## config.mk

```make
export PLATFORM = sky130hd
export DESIGN_NAME = ooo_scoreboard_hazard_unit
export DESIGN_NICKNAME = d
export VERILOG_FILES = /design/src/rtl/rv32i_types_pkg.sv /design/src/rtl/ooo_scoreboard.sv /design/src/rtl/ooo_scoreboard_hazard_unit.sv
export SDC_FILE = /design/constraint.sdc
export NUM_CORES = 1
export LEC_CHECK = 0
export ABC_AREA = 0
export CAP_MARGIN = 25
export CORE_MARGIN = 3
export CORE_UTILIZATION = 40
export DETAILED_ROUTE_END_ITERATION = 12
export PLACE_DENSITY_LB_ADDON = 0.3
export SYNTH_ARGS = -nofsm -noshare
export SYNTH_HDL_FRONTEND = slang
export SYNTH_SLANG_ARGS = --single-unit
```

## constraint.sdc

```tcl
create_clock -name CLK -period 3.8 [get_ports CLK]
set_input_delay 0.38 -clock CLK [delete_from_list [all_inputs] [get_ports CLK]]
set_output_delay 0.38 -clock CLK [all_outputs]
set_load 0.02 [all_outputs]
```

## src/rtl/rv32i_types_pkg.sv

```systemverilog
// Shared types and default sizing for the OOO decode/issue hazard unit.
// Enumerates functional-unit slots and the serialisation FSM states.
package rv32i_types_pkg;

    localparam int NUM_REGS_DEF = 32;
    localparam int NUM_FU_DEF   = 4;
    localparam int NUM_WB_DEF   = 2;
    localparam int CB_DEPTH_DEF = 16;

    typedef enum logic [1:0] {
        ALU_FU = 2'd0,
        MUL_FU = 2'd1,
        DIV_FU = 2'd2,
        LS_FU  = 2'd3
    } fu_idx_t;

    typedef enum logic [1:0] {
        RUN     = 2'd0,
        DRAIN   = 2'd1,
        WAIT    = 2'd2,
        REFETCH = 2'd3
    } serial_state_t;

endpackage

```

## src/rtl/ooo_scoreboard.sv

```systemverilog
// Per-register busy/tag scoreboard: issue sets busy and records the writer's tag,
// writebacks clear only when their tag still owns the register, flush clears all busy bits.
module ooo_scoreboard #(
    parameter int NUM_REGS = 32,
    parameter int NUM_WB   = 2,
    parameter int REG_W    = 5,
    parameter int TAG_W    = 4
) (
    input  logic                      CLK,
    input  logic                      nRST,
    input  logic                      set_en,
    input  logic [REG_W-1:0]          set_rd,
    input  logic [TAG_W-1:0]          set_tag,
    input  logic [NUM_WB-1:0]         wb_valid,
    input  logic [NUM_WB*REG_W-1:0]   wb_rd,
    input  logic [NUM_WB*TAG_W-1:0]   wb_tag,
    input  logic                      flush,
    output logic [NUM_REGS-1:0]       busy_o
);

    logic [NUM_REGS-1:0] busy_q, busy_d;
    logic [TAG_W-1:0]    tag_q [NUM_REGS];
    logic [TAG_W-1:0]    tag_d [NUM_REGS];

    always_comb begin
        busy_d = busy_q;
        tag_d  = tag_q;
        // A stale writeback (tag no longer owns rd) leaves the younger writer's busy bit set.
        for (int p = 0; p < NUM_WB; p++) begin
            if (wb_valid[p] &&
                tag_q[wb_rd[p*REG_W +: REG_W]] == wb_tag[p*TAG_W +: TAG_W]) begin
                busy_d[wb_rd[p*REG_W +: REG_W]] = 1'b0;
            end
        end
        if (set_en && set_rd != '0) begin
            busy_d[set_rd] = 1'b1;
            tag_d[set_rd]  = set_tag;
        end
        if (flush) begin
            busy_d = '0;
        end
        busy_d[0] = 1'b0;
    end

    always_ff @(posedge CLK or negedge nRST) begin
        if (!nRST) begin
            busy_q <= '0;
            tag_q  <= '{default: '0};
        end else begin
            busy_q <= busy_d;
            tag_q  <= tag_d;
        end
    end

    assign busy_o = busy_q;

endmodule

```

## src/rtl/ooo_scoreboard_hazard_unit.sv

```systemverilog
// Decode/issue hazard unit: RAW/WAW and structural checks against the scoreboard,
// serialisation FSM for CSR/fence/store, and stall/flush fan-out to the pipeline latches.
module ooo_scoreboard_hazard_unit
    import rv32i_types_pkg::*;
#(
    parameter int NUM_REGS = NUM_REGS_DEF,
    parameter int NUM_FU   = NUM_FU_DEF,
    parameter int NUM_WB   = NUM_WB_DEF,
    parameter int CB_DEPTH = CB_DEPTH_DEF,
    localparam int REG_W   = $clog2(NUM_REGS),
    localparam int FU_W    = $clog2(NUM_FU),
    localparam int TAG_W   = $clog2(CB_DEPTH)
) (
    input  logic                     CLK,
    input  logic                     nRST,
    input  logic                     dec_valid,
    input  logic [REG_W-1:0]         dec_rs1,
    input  logic [REG_W-1:0]         dec_rs2,
    input  logic [REG_W-1:0]         dec_rd,
    input  logic                     dec_rs1_used,
    input  logic                     dec_rs2_used,
    input  logic                     dec_wen,
    input  logic [FU_W-1:0]          dec_fu,
    input  logic                     dec_serial,
    input  logic [TAG_W-1:0]         dec_tag,
    input  logic [NUM_FU-1:0]        fu_busy,
    input  logic                     rob_full,
    input  logic                     rob_empty,
    input  logic                     i_mem_busy,
    input  logic [NUM_WB-1:0]        wb_valid,
    input  logic [NUM_WB*REG_W-1:0]  wb_rd,
    input  logic [NUM_WB*TAG_W-1:0]  wb_tag,
    input  logic                     commit_valid,
    input  logic [TAG_W-1:0]         commit_tag,
    input  logic                     mispredict,
    input  logic                     insert_priv_pc,
    output logic                     issue,
    output logic                     data_hazard,
    output logic                     struct_hazard,
    output logic                     pc_en,
    output logic                     stall_fetch_decode,
    output logic                     fetch_decode_flush,
    output logic                     decode_execute_flush,
    output logic                     execute_commit_flush,
    output logic [NUM_REGS-1:0]      busy_vec,
    output serial_state_t            dbg_state
);

    serial_state_t    state_q, state_d;
    logic [TAG_W-1:0] serial_tag_q, serial_tag_d;
    logic             flush;
    logic             fu_hit;

    ooo_scoreboard #(
        .NUM_REGS (NUM_REGS),
        .NUM_WB   (NUM_WB),
        .REG_W    (REG_W),
        .TAG_W    (TAG_W)
    ) u_scoreboard (
        .CLK      (CLK),
        .nRST     (nRST),
        .set_en   (issue & dec_wen),
        .set_rd   (dec_rd),
        .set_tag  (dec_tag),
        .wb_valid (wb_valid),
        .wb_rd    (wb_rd),
        .wb_tag   (wb_tag),
        .flush    (flush),
        .busy_o   (busy_vec)
    );

    assign flush = mispredict | insert_priv_pc;

    // An FU index with no unit behind it is treated as permanently busy.
    always_comb begin
        fu_hit = 1'b1;
        if (int'(dec_fu) < NUM_FU) begin
            fu_hit = fu_busy[dec_fu];
        end
    end

    assign data_hazard = dec_valid & ((dec_rs1_used & busy_vec[dec_rs1]) |
                                      (dec_rs2_used & busy_vec[dec_rs2]) |
                                      (dec_wen      & busy_vec[dec_rd]));
    assign struct_hazard = dec_valid & fu_hit;

    assign stall_fetch_decode = data_hazard | struct_hazard | rob_full |
                                (state_q != RUN) | (dec_serial & ~rob_empty);
    assign issue = dec_valid & ~stall_fetch_decode & ~flush;
    assign pc_en = ~(i_mem_busy | stall_fetch_decode);

    assign fetch_decode_flush   = flush | (state_q == REFETCH);
    assign decode_execute_flush = flush;
    assign execute_commit_flush = (state_q == REFETCH);
    assign dbg_state            = state_q;

    always_comb begin
        state_d      = state_q;
        serial_tag_d = serial_tag_q;
        case (state_q)
            RUN: begin
                if (dec_valid && dec_serial) begin
                    if (!rob_empty) begin
                        state_d = DRAIN;
                    end else if (issue) begin
                        state_d      = WAIT;
                        serial_tag_d = dec_tag;
                    end
                end
            end
            DRAIN:   if (rob_empty) state_d = RUN;
            WAIT:    if (commit_valid && commit_tag == serial_tag_q) state_d = REFETCH;
            REFETCH: state_d = RUN;
            default: state_d = RUN;
        endcase
        if (flush) begin
            state_d = RUN;
        end
    end

    always_ff @(posedge CLK or negedge nRST) begin
        if (!nRST) begin
            state_q      <= RUN;
            serial_tag_q <= '0;
        end else begin
            state_q      <= state_d;
            serial_tag_q <= serial_tag_d;
        end
    end

endmodule

```

==> summary.txt, run 1 <==
Status
  • Outcome: completed

Power
  • Comb power frac: 0.123
  • Cell internal pwr: 2.87 mW
  • Leak: between 5 and 6 nW
  • Switching portion of total power: 0.285
  • PwrDens: between 200 and 300 mW/mm^2
  • Sw Pwr: 1.14 mW
  • Power share of the clock group: 0.431
  • Peak VDD IR: between 0.2 and 0.3 mV
  • Sequential Power Share: 0.446

Placed design
  • Dpl cell area: 0.0130 mm^2
  • Dpl cells: 1426
  • GP Congestion: 0.931
  • I/O Buffers: 102
  • Post-DP HPWL: 26100 um

Detailed routing
  • Final wirelength: 34800 um
  • ANT nets after route: 0
  • DR vias: 8816
  • M1 WL: around 15000 um
  • Initial DRC count: 586
  • WL met3: 2110 um
  • Routed WL per cell: 23.8 um
  • Vias per Instance: 6.03
  • Routed wl met2: approximately 16000 um
  • Router iterations before antenna repair: 6
  • DRC Markers: 0
  • Max layer used: met4

Floorplan
  • Core area: around 0.026 mm^2
  • DIE AREA: roughly 0.029 mm^2
  • Rows: 59
  • Top Ports: 104
  • Starting Density: 0.408
  • Chip width: roughly 170 um
  • Die Y: 169 um

GRT
  • Initial antenna violation count: 0
  • GRT Util Overall: 0.243
  • Total grt overflow: 0
  • Global-route wire length before repair: about 53000 um
  • Number of global-route vias before repair: 8685
  • Largest net degree at the start of global routing: 101

STA
  • Final Max Tran Viols: 0
  • Fin. Hold Viols: 0
  • Rel. slew slack: 0.329
  • Final setup TNS: 0 ns
  • RSZ-0062 raised after global routing: false
  • Peak Freq: 0.271 GHz
  • Clock Skew: 0.0150 ns
  • Min Clock Period, post-route: 3.69 ns
  • Worst Tran Pin Value: 1.00 ns
  • Setup violations, final: 0
  • Crit share post-route: 0.970

Critical path
  • CP Data Arrival Time: between 3 and 4 ns
  • Most used cell, CP: nor2_1
  • Buf+Inv Stages, Crit Path: 3
  • Worst setup SP type: input port
  • Critical path endpoint category: primary output
  • Worst EP required: 3.42 ns
  • CP Class: input port to primary output
  • Kind of cell adding the most delay to the critical path: simple AND/OR/NAND/NOR gates
  • Worst path max stage delay: 0.54 ns
  • Crit path cell chain: clkdlybuf4s50_1 > buf_6 > mux4_2 > mux2i_1 > nor2_1 > or4_4 > a32oi_4 > a21boi_1 > or3_1 > nor2_1 > buf_2
  • Slowest cell on the critical path: or4_4
  • Crit Path Max Fanout: 7

Logic synthesis
  • Synthesized flop and latch total: 165
  • Mux contribution to synthesized area: 0.321
  • Synth warn: 0
  • Largest family of logic cells by synthesized area: multiplexers
  • Post-Synthesis Cells: about 930
  • Number of flops mapped to enable cells by yosys: 0
  • Dominant synthesized flop cell: dfrtp_1
  • Register area share after synthesis: 0.388
  • Post-synthesis area per instance: 11.5 um^2
  • Synth Area in Compound Gates: 0.0944
  • Asr flop ratio synth: 1.00
  • Synth Area in Simple Gates: 0.158
  • Adder-Cell Fraction of Synth Area: 0
  • Yosys cell types: 60
  • Post-synthesis instance area: 0.0107 mm^2
  • Post-synthesis xor/xnor area fraction: 0.00493
  • Syn nets: 990

Job
  • Max-Cap Viols: 0

Clock tree
  • Cts bufs inserted: 17
  • Root buf cell: clkbuf_16
  • CTS tree: yes
  • Clk Latency, worst-skew pair: roughly 0.44 ns
  • Clk sink count: 165
  • Worst-path clk slew: 0.06 ns
  • Clock buffer depth: 2
  • H-tree Lvls: 4

Finish
  • Final Cell Area: ~0.014 mm^2
  • Ant diodes: 0
  • Most common cell after layout, fill and taps aside: dfrtp_1
  • Layout area overhead: 27.7%
  • Final cell count without fillers: 1461
  • Nets: about 1200
  • Ratio of cells with drive above 1 in the final layout: 0.337
  • Commonest non-fill, non-tap cells in the layout: dfrtp_1, mux2i_1, buf_4

Hold path
  • Worst min-delay path category: input port to async pin
power groups by stage:
stage	combinational [mW]	sequential (mW)	clock [mW]
global route	0.525	1.79	1.83
global placement	0.482	1.82	0
CTS	0.485	1.79	1.75
detailed placement	0.485	1.82	0
floorplan	0.244	1.82	0
finish	0.493	1.79	1.73
final cells by class:
type,instances,area [um^2]
fill,2361,12500
multi-input combinational,678,6190
sequential,165,4130
timing repair buffer,243,2250
clock buffer,17,425
tap,335,419
clock inverter,15,160
inverter,8,30.0
worst register-to-register path, delay by kind of cell (launching register included):
family	cells	cell delay, ns
mux	4	1.33
compound gates	1	0.29
flops	1	0.41
buf+inv	4	0.76
simple gates	3	0.47
state kept, by name, indices dropped and copies added, names as in the netlist:
name / cells
serial_tag_q: 4
u_scoreboard.busy_o: 31
u_scoreboard.tag_q: 128
dbg_state: 2
layer usage:
metal  GRT usage  vias to the layer above
li1            -                     3974
met1       0.334                     4452
met3      0.0410                       59
met2       0.392                      331
met4      0.0807                        0
met5           0                        -
cell usage after synthesis (8+ instances only):
cell type / instances / area [um^2]
or4b_2: 8 / 80.1
or4bb_1: 9 / 101
mux2_2: 122 / 1370
mux2i_1: 129 / 1290
buf_1: 9 / 33.8
dfrtp_1: 165 / 4130
o22ai_1: 67 / 419
nor2_1: 26 / 97.6
clkbuf_1: 47 / 176
nor3_2: 15 / 150
mux4_2: 29 / 653
nand4b_1: 10 / 87.6
or3_1: 8 / 50.1
nand3_1: 9 / 45.0
nor3_1: 21 / 105
o21bai_1: 25 / 188
nor4_4: 9 / 191
nand2b_1: 9 / 56.3
nor4_1: 10 / 62.6
buf_2: 18 / 90.1
nand2_1: 41 / 154
o211ai_1: 24 / 180
or4_1: 11 / 82.6
metrics by stage:
step / utilization / total power [mW] / worst slack (ns) / hold slack (ns)
after floorplan: - / 2.06 / 0.248 / 0.0844
after global placement: 0.496 / 2.30 / -0.429 / 0.384
after detailed placement: 0.496 / 2.31 / -0.497 / 0.388
after CTS: 0.518 / 4.02 / 0.00564 / 0.106
after global routing: 0.521 / 4.14 / 0.0146 / 0.286
final: 0.521 / 4.01 / 0.113 / 0.298
path summary, 6_finish.rpt:
check                                        start                       to  slack, ns  cells past startpoint
max in group asynchronous                     nRST   u_scoreboard.tag_q[55]       2.83                      3
setup reg to reg           u_scoreboard.busy_o[22]   u_scoreboard.tag_q[17]       0.45                     12
hold / removal                                nRST  u_scoreboard.tag_q[114]       0.30                      2
min in group CLK           u_scoreboard.tag_q[125]  u_scoreboard.tag_q[125]       0.41                      0
setup / recovery                        dec_rs1[0]                    pc_en       0.11                     11
hold reg to reg            u_scoreboard.tag_q[125]  u_scoreboard.tag_q[125]       0.41                      0
kinds of logic after synthesis:
| logic type | count (synthesis) |
|---|---|
| compound gates | 144 |
| buf+inv | 85 |
| xor+xnor | 6 |
| mux | 288 |
| flops | 165 |
| simple gates | 239 |
| other cells | 1 |
timing repair:
| item | in CTS | in global routing |
|---|---|---|
| hold endpoints to repair | 0 | 44 |
| buffers inserted | 0 | 1 |
| gates resized for setup | 11 | 2 |
| pin swaps | 1 | 1 |
| hold buffers | 0 | 1 |
| endpoints found under the setup margin | 3 | 1 |
(Power assumes the default switching activity.)
==> inputs of run 2 (changes only) <==
- TNS_END_PERCENT: not set -> 1
==> run 2 against run 1 <==
Net effect: first-iteration DRC count rose by 12%; global-route usage did not move; die area did not move; fmax fell by 0.34%; via count rose by 0.29%; worst hold slack barely moved; register-to-register slack improved by 0.09 ns; clock-buffer cell count did not move; design area barely moved; flip-flop and latch count did not move; worst setup slack got worse by 0.013 ns; core utilization barely moved.
==> summary.txt, run 2 (same netlist as run 1, synthesis figures left out) <==
Hold path
  • Worst min-delay path category: input port to async pin

Finish
  • Commonest non-fill, non-tap cells in the layout: dfrtp_1, mux2i_1, buf_4
  • Most common cell after layout, fill and taps aside: dfrtp_1
  • Layout Utilization: 0.520
  • Ratio of cells with drive above 1 in the final layout: 0.337
  • Final cell count without fillers: 1460
  • Nets: approximately 1200
  • Ant diodes: 0
  • Final Cell Area: between 0.01 and 0.015 mm^2
  • Multi-input combinational cell area: between 0.006 and 0.007 mm^2
  • Max reg flops: 128
  • Layout area overhead: 27.6%
  • Fill count: roughly 2400
  • Reg area: 0.00413 mm^2
  • Largest reg by FF count: u_scoreboard.tag_q

Critical path
  • CP Data Arrival Time: approximately 3.3 ns
  • Worst setup SP type: input port
  • Critical path endpoint category: primary output
  • Worst r2r path cells: 11
  • Worst EP required: 3.42 ns
  • CP Class: input port to primary output
  • Worst setup path start: dec_rs1[0]
  • R2R Setup Slk: 0.54 ns
  • FF-to-FF Start: u_scoreboard.busy_o[22]
  • Crit Path Max Fanout: 7
  • R2R Path End: u_scoreboard.tag_q[17]

Detailed routing
  • DRC Markers: 0
  • Initial DRC count: between 600 and 700
  • Routed WL per cell: 23.9 um
  • DR vias: 8842
  • Router iterations before antenna repair: 8
  • Vias per Instance: 6.06
  • Final wirelength: 34800 um
  • ANT nets after route: 0

Clock tree
  • CTS tree: yes
  • Post-CTS setup buffers: 0
  • H-tree Lvls: 4
  • Clock buffer depth: 2
  • Root buf cell: clkbuf_16
  • Worst-path clk slew: 0.06 ns
  • Clk Latency, worst-skew pair: about 0.44 ns
  • Clk sink count: 165
  • Cts bufs inserted: 17

Floorplan
  • Top Ports: 104
  • Core area: about 0.026 mm^2
  • Starting Density: 0.408
  • Chip width: 169 um
  • Die Y: about 170 um
  • DIE AREA: around 0.029 mm^2
  • Rows: 59

STA
  • Fin. Hold Viols: 0
  • Clock Skew: 0.0150 ns
  • Min Clock Period, post-route: ~3.7 ns
  • Peak Freq: 0.270 GHz
  • Final setup TNS: 0 ns
  • Crit share post-route: 0.974
  • Worst Tran Pin Value: 1.00 ns
  • RSZ-0062 raised after global routing: false
  • Final Max Tran Viols: 0
  • Rel. slew slack: 0.328
  • Setup violations, final: 0

Power
  • Peak VDD IR: 0.267 mV
  • Total power: 4.01 mW
  • PwrDens: between 200 and 300 mW/mm^2
  • Leak: 5.95 nW

GRT
  • Largest net degree at the start of global routing: 101
  • Number of global-route vias before repair: 8685
  • Initial antenna violation count: 0
  • GRT Util Overall: 0.243
  • Total grt overflow: 0
  • Global-route wire length before repair: 53500 um

Placed design
  • GP Congestion: 0.931
  • I/O Buffers: 102
  • Dpl cell area: 0.0130 mm^2
  • Dpl cells: 1426
  • Post-DP HPWL: 26100 um

Status
  • Outcome: completed

Job
  • Max-Cap Viols: 0
[run 2: how the worst max path moves through the flow]
stage / to / slack, ns / cells past startpoint
finish: pc_en / 0.1 / 11
global route: pc_en / 0.006 / 11
CTS: stall_fetch_decode / -0.04 / 10
detailed placement: pc_en / -0.50 / 11
global placement: pc_en / -0.43 / 11
floorplan: pc_en / 0.25 / 9
[run 2: stage by stage]
step,setup slack [ns],hold WS [ns]
floorplan,0.248,0.0844
CTS,-0.0432,0.106
detailed placement,-0.497,0.388
global placement,-0.429,0.384
finish,0.100,0.298
global route,0.00561,0.286
[run 2: what timing repair did]
action / 4_1_cts / 5_1_grt
gates cloned: 0 / 0
pin swaps: 1 / 1
gates resized for setup: 9 / 3
endpoints found under the hold margin: 0 / 44
endpoints found under the setup margin: 3 / 2
hold buffers: 0 / 1
[run 2: worst max-delay path, cell delays in order]
cell	delay [ns]
clkdlybuf4s50_1	0.48
buf_6	0.15
mux4_2	0.51
mux2i_1	0.15
nor2_1	0.06
or4_4	0.54
a32oi_4	0.25
a21boi_1	0.12
or3_1	0.42
nor2_1	0.09
buf_2	0.17
[run 2: layout make-up]
cell class,count,share of cell area
clock buffer,17,0.0313
clock inverter,15,0.0118
inverter,8,0.00221
multi-input combinational,678,0.455
sequential,165,0.304
tap,335,0.0308
timing repair buffer,242,0.165
[run 2: report_power, final]
part / switching (mW) / internal, mW / total (mW) / leakage (nW)
sequential: 0.0144 / 1.77 / 1.79 / 2.30
clock: 0.844 / 0.882 / 1.73 / 0.284
combinational: 0.282 / 0.211 / 0.493 / 3.36
total: 1.14 / 2.87 / 4.01 / 5.95
[run 2: routing by layer]
metal	global-route usage	vias up	wire length, um
li1	-	3982	-
met1	0.334	4443	15300
met2	0.392	358	16500
met3	0.0410	59	2070
met4	0.0807	0	968
met5	0	-	0
